File: config.mk
export PLATFORM = sky130hd
export DESIGN_NAME = tone_mixer
export DESIGN_NICKNAME = d
export VERILOG_FILES = /design/src/rtl/tone_mixer_pkg.sv /design/src/rtl/tone_mixer_sync.sv /design/src/rtl/tone_mixer.sv
export SDC_FILE = /design/constraint.sdc
export NUM_CORES = 1
export LEC_CHECK = 0
export ABC_AREA = 1
export BUFFER_PORTS_ARGS = -buffer_cell sky130_fd_sc_hd__clkbuf_2
export CAP_MARGIN = 20
export CORE_ASPECT_RATIO = 1.25
export CORE_MARGIN = 4
export CORE_UTILIZATION = 39
export CTS_CLUSTER_SIZE = 20
export DETAILED_ROUTE_END_ITERATION = 10
export SYNTH_ARGS = -nofsm -noshare
export SYNTH_HDL_FRONTEND = slang
export SYNTH_SLANG_ARGS = --single-unit
File: constraint.sdc
create_clock -name clk -period 3.9 [get_ports clk]
set_input_delay 0 -clock clk [delete_from_list [all_inputs] [get_ports clk]]
set_output_delay 0 -clock clk [all_outputs]
set_load 0.02 [all_outputs]
File: src/rtl/tone_mixer_pkg.sv
// Shared types and helpers for the tone mixer: FSM state encoding and the
// mixer sum width derived from channel count and volume width.
package tone_mixer_pkg;

  typedef enum logic [1:0] {
    MUTED     = 2'd0,
    RAMP_UP   = 2'd1,
    ACTIVE    = 2'd2,
    RAMP_DOWN = 2'd3
  } state_t;

  // Width that holds the sum of nch unsigned volw-bit values without overflow.
  function automatic int calc_sumw(input int nch, input int volw);
    return volw + $clog2(nch);
  endfunction

endpackage

File: src/rtl/tone_mixer_sync.sv
// Two-flop synchroniser for one asynchronous bit; latency 2 clk, no backpressure.
// Asynchronous active-high reset clears both stages to 0.
module sync2 (
  input  logic clk,
  input  logic rst,
  input  logic d,
  output logic q
);

  logic meta;

  always_ff @(posedge clk or posedge rst) begin
    if (rst) begin
      meta <= 1'b0;
      q    <= 1'b0;
    end else begin
      meta <= d;
      q    <= meta;
    end
  end

endmodule

File: src/rtl/tone_mixer.sv
// Mixes NCH synchronised square-wave tones by volume, applies a click-free mute ramp and
// drives one PWM pin; level/att/state change only at PWM period boundaries, no backpressure.
module tone_mixer
  import tone_mixer_pkg::*;
#(
  parameter int NCH          = 4,
  parameter int VOLW         = 4,
  parameter int PWMW         = 8,
  parameter int RAMP_PERIODS = 16
) (
  input  logic                clk,
  input  logic                rst,
  input  logic [NCH-1:0]      tone,
  input  logic [NCH-1:0]      ch_en,
  input  logic [NCH*VOLW-1:0] vol,
  input  logic                master_en,
  output logic                pwm_out,
  output logic [PWMW-1:0]     level,
  output logic                period_strobe,
  output logic                muted
);

  localparam int SUMW = calc_sumw(NCH, VOLW);
  localparam int ATTW = $clog2(SUMW + 1);
  localparam int RCW  = (RAMP_PERIODS > 1) ? $clog2(RAMP_PERIODS) : 1;
  localparam logic [ATTW-1:0] ATT_MAX = ATTW'(SUMW);
  localparam logic [RCW-1:0]  RC_LAST = RCW'(RAMP_PERIODS - 1);

  logic [NCH-1:0]  ts;
  logic [SUMW-1:0] sum;
  logic [SUMW-1:0] atten;
  logic [PWMW-1:0] duty;
  logic [PWMW-1:0] cnt;
  logic            wrap;
  logic [ATTW-1:0] att, att_nxt;
  logic [RCW-1:0]  rcnt, rcnt_nxt;
  logic            step_due;
  state_t          state, state_nxt;

  for (genvar g = 0; g < NCH; g++) begin : g_sync
    sync2 u_sync (.clk(clk), .rst(rst), .d(tone[g]), .q(ts[g]));
  end

  always_comb begin
    sum = '0;
    for (int i = 0; i < NCH; i++) begin
      if (ts[i] && ch_en[i]) sum = sum + SUMW'(vol[i*VOLW +: VOLW]);
    end
  end

  assign atten = sum >> att;
  assign duty  = PWMW'(atten) << (PWMW - SUMW);
  assign wrap  = (cnt == '1);
  assign step_due = (rcnt == RC_LAST);

  // Reversal has priority over a pending step; ramp counter restarts on any state change.
  always_comb begin
    state_nxt = state;
    att_nxt   = att;
    rcnt_nxt  = rcnt;
    if (wrap) begin
      case (state)
        MUTED: begin
          if (master_en) state_nxt = RAMP_UP;
        end
        RAMP_UP: begin
          if (!master_en) begin
            state_nxt = (att == ATT_MAX) ? MUTED : RAMP_DOWN;
          end else if (step_due) begin
            att_nxt  = att - ATTW'(1);
            rcnt_nxt = '0;
            if (att == ATTW'(1)) state_nxt = ACTIVE;
          end else begin
            rcnt_nxt = rcnt + RCW'(1);
          end
        end
        ACTIVE: begin
          if (!master_en) state_nxt = RAMP_DOWN;
        end
        RAMP_DOWN: begin
          if (master_en) begin
            state_nxt = (att == '0) ? ACTIVE : RAMP_UP;
          end else if (step_due) begin
            att_nxt  = att + ATTW'(1);
            rcnt_nxt = '0;
            if (att == ATT_MAX - ATTW'(1)) state_nxt = MUTED;
          end else begin
            rcnt_nxt = rcnt + RCW'(1);
          end
        end
        default: state_nxt = MUTED;
      endcase
      if (state_nxt != state) rcnt_nxt = '0;
    end
  end

  always_ff @(posedge clk or posedge rst) begin
    if (rst) begin
      cnt     <= '0;
      level   <= '0;
      pwm_out <= 1'b0;
      att     <= ATT_MAX;
      rcnt    <= '0;
      state   <= MUTED;
    end else begin
      cnt     <= cnt + PWMW'(1);
      pwm_out <= (cnt < level);
      att     <= att_nxt;
      rcnt    <= rcnt_nxt;
      state   <= state_nxt;
      if (wrap) level <= duty;
    end
  end

  // Gated by rst so the strobe reads 0 while reset holds cnt at 0.
  assign period_strobe = (cnt == '0) && !rst;
  assign muted         = (state == MUTED);

endmodule

==> summary.md, run 1 <==
| Metric | Value |
|---|---|
| Outcome | `complete, no violations` |
| RSZ-0062 raised after global routing | `no` |
| Crit path max fanout | `3` |
| Worst endpoint data arrival time | `3820 ps` |
| Detailed placement HPWL | `4136 µm` |
| Layout area overhead | `22.87%` |
| Crit. End Element | `flop` |
| Die area | `7841 µm²` |
| Vias in the first global route | `2193` |
| Skew final | `5.134 ps` |
| Ys async rst share | `100.0%` |
| Filler instances | `657` |
| Critical Path Max Stage Delay | `510 ps` |
| Global-route wire length before repair | `9377 µm` |
| Setup_tns | `0 ps` |
| CTS Buf Count | `5` |
| Via Count | `2240` |
| Leakage | `1.671 nW` |
| Crit-path slowest cell | `fa_2` |
| Most common cell after layout, fill and taps aside | `nand2_1` |
| Iter 0 DRT Violations | `116` |
| Worst min-delay path class | `in -> reg` |
| Register area | `803.3 µm²` |
| Largest family of logic cells by synthesized area | `simple AND/OR/NAND/NOR gates` |
| Grt met3 use | `2.306%` |
| Critical Path RT | `4080 ps` |
| Clock Tree Buf Depth | `2` |
| Fin crit period | `3637 ps` |
| Peak VDD IR | `0.2116 mV` |
| Final period util | `93.26%` |
| Gr usage total | `14.65%` |
| Crit path max-delay family | `adder cells` |
| Syn Inst Count | `334` |
| Distinct cells, synth | `32` |
| Post-synth EDFFs | `0` |
| Area of the multi-input gates | `1612 µm²` |
| Register area share after synthesis | `31.78%` |
| Die H | `98.01 µm` |
| Most used DFF post-synth | `dfrtp_1` |
| Mux share of post-synthesis cell area | `0%` |
| Crit-path most repeated cell | `nand2_1` |
| # IOs | `38` |
| Synthesized-area fraction occupied by and/or/nand/nor cells | `30.15%` |
| Sink Count | `32` |
| Synth Area in Compound Gates | `7.970%` |
| Most frequent cells in the layout | `nand2_1 (80), inv_1 (47), clkbuf_2 (35)` |
| Largest net degree at the start of global routing | `34` |
| Final wirelength | `5397 µm` |
| Synth Area in Adders | `15.74%` |
| Crit path cell chain | `nand2_2, nor2_2, ha_2, inv_1, fa_2, nand2_1, o21a_1, inv_2, fa_2, or2_4, nand2_2, fa_1, o21ai_0, a21oi_1, a21oi_1, nand2_1, nand2_1, nand2_1` |
| Bufs and invs on worst path | `2` |
| Avg Synthesized Cell Area | `7.567 µm²` |
| Final Hold Vio Count | `0` |
| Synth Warn # | `0` |
| Maxcap violations | `0` |
| Worst skew pair latency | `290 ps` |
| Mapped cell area | `2527 µm²` |
| Share of layout cells above drive strength 1 | `22.86%` |
| Initial antenna violation count | `0` |
| Diode count | `0` |
| NumNets Final | `441` |
| FMAX | `0.2750 GHz` |
| Non-Filler Instances | `470` |
| WS Path Type | `reg -> reg` |
| Placed cell area | `2798 µm²` |
| Clock Root Buffer | `clkbuf_8` |
| Met1 Track Usage GR | `17.90%` |
| Routed WL per cell | `11.48 µm` |
| Cell Pwr Density | `262.6 nW/µm²` |
| Clock transition at path regs | `70 ps` |
| Post-Synth XOR/XNOR Area | `4.851%` |
| Core area | `6246 µm²` |
| GR Overflow Total | `0` |
| Dpl cells | `453` |
| Die width | `80.01 µm` |
| Seq cells post-synth | `32` |
| Most used routing layer | `met2` |
| GP Congestion | `0.8380` |
| Via density | `4.766` |
| Critical Path Source Type | `flop` |
| DRC Markers | `0` |
| Met2 Resource Use GR | `25.64%` |
| H-tree levels | `2` |
| # rows | `32` |
| Starting Density | `40.46%` |
| Input/output buffers | `35` |
| CTS tree | `done` |
| Max-slew violations | `0` |
| Final Cell Area | `3105 µm²` |
| Antenna Nets Post-Route | `0` |
| Final setup viols | `0` |
| DRT Pass-1 Iters | `4` |
[flip-flops by register name, summed over array words and instances, names as in the netlist]
signal / count
pwm_out: 1
level: 6
g_sync.u_sync.q: 4
state: 2
g_sync.u_sync.meta: 4
att: 3
rcnt: 4
cnt: 8
[power breakdown]
part           switching, mW  internal (mW)
registers            0.00254          0.337
logic                 0.0930         0.0693
clock network          0.125          0.189
[routing by layer]
metal  vias up  share of wire (%)
li1       1184                  -
met1      1016                 45
met2        34                 50
met3         6                3.8
met4         0                1.6
met5         -                  0
[Yosys cell counts, types with 2 or more instances]
library cell,instances,share of area [%]
dfstp_2,2,2.1
nand3_1,37,7.3
o22ai_1,2,0.49
o211ai_1,3,0.89
inv_2,4,0.59
xor2_1,12,4.2
o21ai_1,2,0.40
nand4_1,12,3.0
inv_1,50,7.4
nand2_1,86,13
nor3_4,3,1.9
or2_2,2,0.49
nor2_1,16,2.4
nand3_2,2,0.79
fa_1,3,2.4
a31oi_1,2,0.49
dfrtp_1,30,30
a21oi_1,9,1.8
xnor2_1,2,0.69
ha_1,27,13
buf_4,2,0.59
o21ai_0,16,3.2
[cells by family after synthesis]
group	after synthesis
simple gates	162
buf+inv	59
compound gates	36
flops	32
fa+ha+maj	30
xor+xnor	14
other cells	1
[worst register-to-register path, delay by kind of cell, from the launching register on]
| kind | cells | cell delay [ps] |
|---|---|---|
| buffers and inverters | 2 | 110 |
| flip-flops | 1 | 390 |
| adder cells (fa/ha/maj) | 4 | 1540 |
| AND/OR/NAND/NOR | 8 | 790 |
| AO/OA/AOI/OAI | 4 | 710 |
[worst paths after layout]
check | start | to | slack [ps] | depth (start not counted)
min in group asynchronous | rst | cnt[2]$_DFF_PP0_ | 330 | 4
hold / removal | master_en | state[1]$_DFFE_PP0N_ | 240 | 5
max in group asynchronous | rst | att[2]$_DFFE_PP1P_ | 3240 | 4
setup / recovery | g_sync[0].u_sync.q$_DFF_PP0_ | level[3]$_DFFE_PP0N_ | 260 | 18
hold reg to reg | g_sync[1].u_sync.meta$_DFF_PP0_ | g_sync[1].u_sync.q$_DFF_PP0_ | 350 | 0
setup reg to reg | g_sync[0].u_sync.q$_DFF_PP0_ | level[3]$_DFFE_PP0N_ | 260 | 18
[cell type report]
class,instances,area share (%)
clock buffer,6,2.337
inverter,55,6.648
clock inverter,2,1.128
tap,85,3.425
sequential,32,25.87
multi-input combinational,244,51.89
timing repair buffer,46,8.703
[metrics by stage]
stage	utilization, %	setup slack (ps)	power (mW)	hold WS [ps]
floorplan	-	395.5	0.4436	31.43
global placement	44.79	205.2	0.4815	98.86
detailed placement	44.79	104.7	0.4820	97.72
CTS	47.32	85.39	0.8089	233.4
global route	49.72	5.901	0.8673	277.3
finish	49.72	263.0	0.8157	244.6
[timing repair]
| item | in CTS | in global routing |
|---|---|---|
| endpoints found under the hold margin | 34 | 0 |
| setup endpoints to repair | 0 | 6 |
| resized for setup | 0 | 26 |
| setup buffers | 0 | 4 |
| hold buffers | 5 | 0 |
Note: power is estimated with default switching activity, not from simulation.
==> inputs of run 2 (changes only) <==
--- a/config.mk
+++ b/config.mk
@@ -5,7 +5,6 @@
 export SDC_FILE = /design/constraint.sdc
 export NUM_CORES = 1
 export LEC_CHECK = 0
-export ABC_AREA = 1
 export BUFFER_PORTS_ARGS = -buffer_cell sky130_fd_sc_hd__clkbuf_2
 export CAP_MARGIN = 20
 export CORE_ASPECT_RATIO = 1.25
==> summary.md, run 2 <==
| Metric | Value |
|---|---|
| Outcome | `finished with violations` |
| Failing checks | `setup timing` |
| Dpl cells | `427` |
| Post-Synth XOR/XNOR Area | `5.600%` |
| Top cells by area, synth | `dfrtp_1 (28%), ha_1 (13%), nand3_1 (3.2%)` |
| Skew final | `2.673 ps` |
| Synth Warn # | `0` |
| Diode count | `0` |
| Core area | `6606 µm²` |
| Global-route wire length before repair | `11480 µm` |
| Worst skew pair latency | `290 ps` |
| H-tree levels | `2` |
| Critical Path RT | `4050 ps` |
| Largest reg by FF count | `cnt` |
| Seq cells post-synth | `32` |
| Worst Hold Path EP | `state[1]$_DFFE_PP0N_` |
| Cell Pwr Density | `249.5 nW/µm²` |
| Starting Density | `40.25%` |
| Uppermost layer routed | `met4` |
| Peak VDD IR | `0.2557 mV` |
| Crit. End Element | `flop` |
| Input/output buffers | `35` |
| Mapped cell area | `2659 µm²` |
| Iter 0 DRT Violations | `99` |
| Synthesized-area fraction occupied by and/or/nand/nor cells | `20.05%` |
| Final wirelength | `6838 µm` |
| Distinct cells, synth | `62` |
| Met3 Wirelength | `243 µm` |
| Leading area contributor after synthesis | `dfrtp_1` |
| DRC Markers | `0` |
| Worst Tran Pin Value | `875.9 ps` |
| Part of the power in registers | `38.5%` |
| Largest family of logic cells by synthesized area | `compound AO/OA/AOI/OAI gates` |
| Layout area overhead | `33.41%` |
| Vias in the first global route | `2485` |
| Leakage | `1.573 nW` |
| Commonest cells in the netlist | `dfrtp_1 (30), ha_1 (27), inv_1 (21)` |
| Final Cell Area | `3547 µm²` |
| Hold path startpoint | `master_en` |
| Top Registers | `cnt x8, level x6` |
| FMAX | `0.2469 GHz` |
| Most instantiated library cell after synthesis | `dfrtp_1` |
| P_int | `0.6352 mW` |
| Register area share after synthesis | `30.21%` |
| Sink Count | `32` |
| Wire length on met2 | `3449 µm` |
| Top-area cell type share of the netlist area | `28.24%` |
| DRT Pass-1 Iters | `4` |
| Non-Filler Instances | `453` |
| CTS Buf Count | `5` |
| Worst min-delay path class | `in -> reg` |
| DRT met1 WL | `2937 µm` |
| Crit path max fanout | `3` |
| Worst r2r src | `g_sync[0].u_sync.q$_DFF_PP0_` |
| Reg2reg setup slack | `-150 ps` |
| Via Count | `2460` |
| Fin crit period | `4050 ps` |
| Largest net degree at the start of global routing | `18` |
| Gr usage total | `17.93%` |
| Synth Area in Compound Gates | `21.27%` |
| Die width | `81.85 µm` |
| Most common cell after layout, fill and taps aside | `clkbuf_2` |
| NetSw | `0.2498 mW` |
| Ys async rst share | `100.0%` |
| Avg Synthesized Cell Area | `8.922 µm²` |
| CTS tree | `done` |
| Die area | `8211 µm²` |
| Critical Path Source Type | `flop` |
| Area of the multi-input gates | `1976 µm²` |
| Relative slew slack | `40.99%` |
| Synth Area in Adders | `14.96%` |
| Register area | `803.3 µm²` |
| Via density | `5.430` |
| NumNets Final | `422` |
| Reg2reg path depth | `20` |
| # rows | `33` |
| Setup_tns | `-407.3 ps` |
| Dpl ws | `-415.7 ps` |
| GR Overflow Total | `0` |
| WS Path Type | `reg -> reg` |
| Antenna Nets Post-Route | `0` |
| Mux share of post-synthesis cell area | `2.024%` |
| Most used DFF post-synth | `dfrtp_1` |
| Maxcap violations | `0` |
| Max reg flops | `8` |
| PnR worst setup slack | `-149.9 ps` |
| R2r endpoint | `level[5]$_DFFE_PP0N_` |
| # IOs | `38` |
| Worst endpoint data arrival time | `4200 ps` |
| Filler instances | `619` |
| Comb pwr share | `25.3%` |
| Placed cell area | `3057 µm²` |
| Clock Tree Buf Depth | `2` |
| Hold path cells | `2` |
| Routed WL per cell | `15.09 µm` |
| Max-slew violations | `0` |
| Detailed placement HPWL | `5080 µm` |
| Sw Ratio | `28.22%` |
| RSZ-0062 raised after global routing | `yes` |
| Final Hold Vio Count | `0` |
| GP Congestion | `0.8275` |
| Clock transition at path regs | `70 ps` |
| Clock Root Buffer | `clkbuf_8` |
| Final setup viols | `6` |
| Syn Inst Count | `298` |
| Most frequent cells in the layout | `clkbuf_2 (35), buf_4 (32), dfrtp_1 (30)` |
| Initial antenna violation count | `0` |
| Final period util | `103.8%` |
| Post-synth EDFFs | `0` |
| Die H | `100.3 µm` |
| Share of layout cells above drive strength 1 | `35.25%` |
| Clock share of power | `36.2%` |
[run 2: cell count changes after synthesis, sizes merged, moves of 8 or more]
| cell | previous run | this run |
|---|---|---|
| nand3 | 39 | 18 |
| inv | 54 | 21 |
| nand2 | 87 | 20 |
| nand4 | 12 | 3 |
| a21o | 0 | 8 |
[run 2: layout make-up]
cell class	count	share of cell area (%)
multi-input combinational	232	55.70
inverter	22	2.328
tap	87	3.069
timing repair buffer	72	13.12
sequential	32	22.65
clock inverter	3	1.199
clock buffer	5	1.940
[run 2: per-layer routing]
layer  up-vias  GRT usage, %
met5         -             0
met4         0         7.417
met3        16         2.783
met2        57         30.55
met1      1154         22.17
li1       1233             -
[run 2: power by group through the flow]
stage	Clock, mW	Sequential, mW	Combinational [mW]
after CTS	0.328	0.341	0.215
after detailed placement	0	0.347	0.170
after global routing	0.345	0.341	0.246
after floorplan	0	0.345	0.111
final	0.320	0.341	0.224
after global placement	0	0.347	0.168
[run 2: repair_timing]
item,in CTS,in global routing
setup endpoints to repair,6,6
hold buffers,5,0
endpoints found under the hold margin,17,0
buffers inserted,11,2
resized for setup,41,8
pin swaps,14,8
[run 2: cells by family (layout without fill, tap and decap cells)]
kind of cell	after synthesis	in the layout
compound gates	80	80
fa+ha+maj	30	30
mux	4	4
buf+inv	35	102
xor+xnor	17	17
other cells	1	2
flops	32	32
simple gates	99	99
[run 2: worst max path at each step]
stage                            startpoint                   end  slack (ps)  cells past startpoint
2_1_floorplan  g_sync[0].u_sync.q$_DFF_PP0_  level[4]$_DFFE_PP0N_         -50                     20
3_3_place_gp   g_sync[0].u_sync.q$_DFF_PP0_  level[7]$_DFFE_PP0N_        -360                     19
3_5_place_dp   g_sync[0].u_sync.q$_DFF_PP0_  level[2]$_DFFE_PP0N_        -420                     18
4_1_cts        g_sync[0].u_sync.q$_DFF_PP0_  level[4]$_DFFE_PP0N_        -110                     20
5_1_grt        g_sync[0].u_sync.q$_DFF_PP0_  level[5]$_DFFE_PP0N_        -400                     20
6_report       g_sync[0].u_sync.q$_DFF_PP0_  level[5]$_DFFE_PP0N_        -150                     20
[run 2: worst max-delay path, cell delays in order (launching register included)]
cell      delay, ps
dfrtp_1         390
nand3_2          90
inv_2            80
ha_4            140
inv_2            30
fa_2            360
xor2_2          170
or3_4           360
nand2_4          80
ha_4            200
a21oi_4         150
and4b_1         230
a311o_1         150
nand2_2         100
ha_4            290
nand3_2          70
a21oi_2         180
xor2_2          240
xnor2_2         120
a222oi_1        320
o31ai_1         140
[run 2: stage by stage]
step	power, mW	hold WS (ps)	utilization [%]
3_5_place_dp	0.5170	103.6	46.27
6_report	0.8850	43.00	53.69
3_3_place_gp	0.5147	103.3	46.27
2_1_floorplan	0.4556	31.43	-
4_1_cts	0.8842	42.57	52.84
5_1_grt	0.9320	68.48	53.69
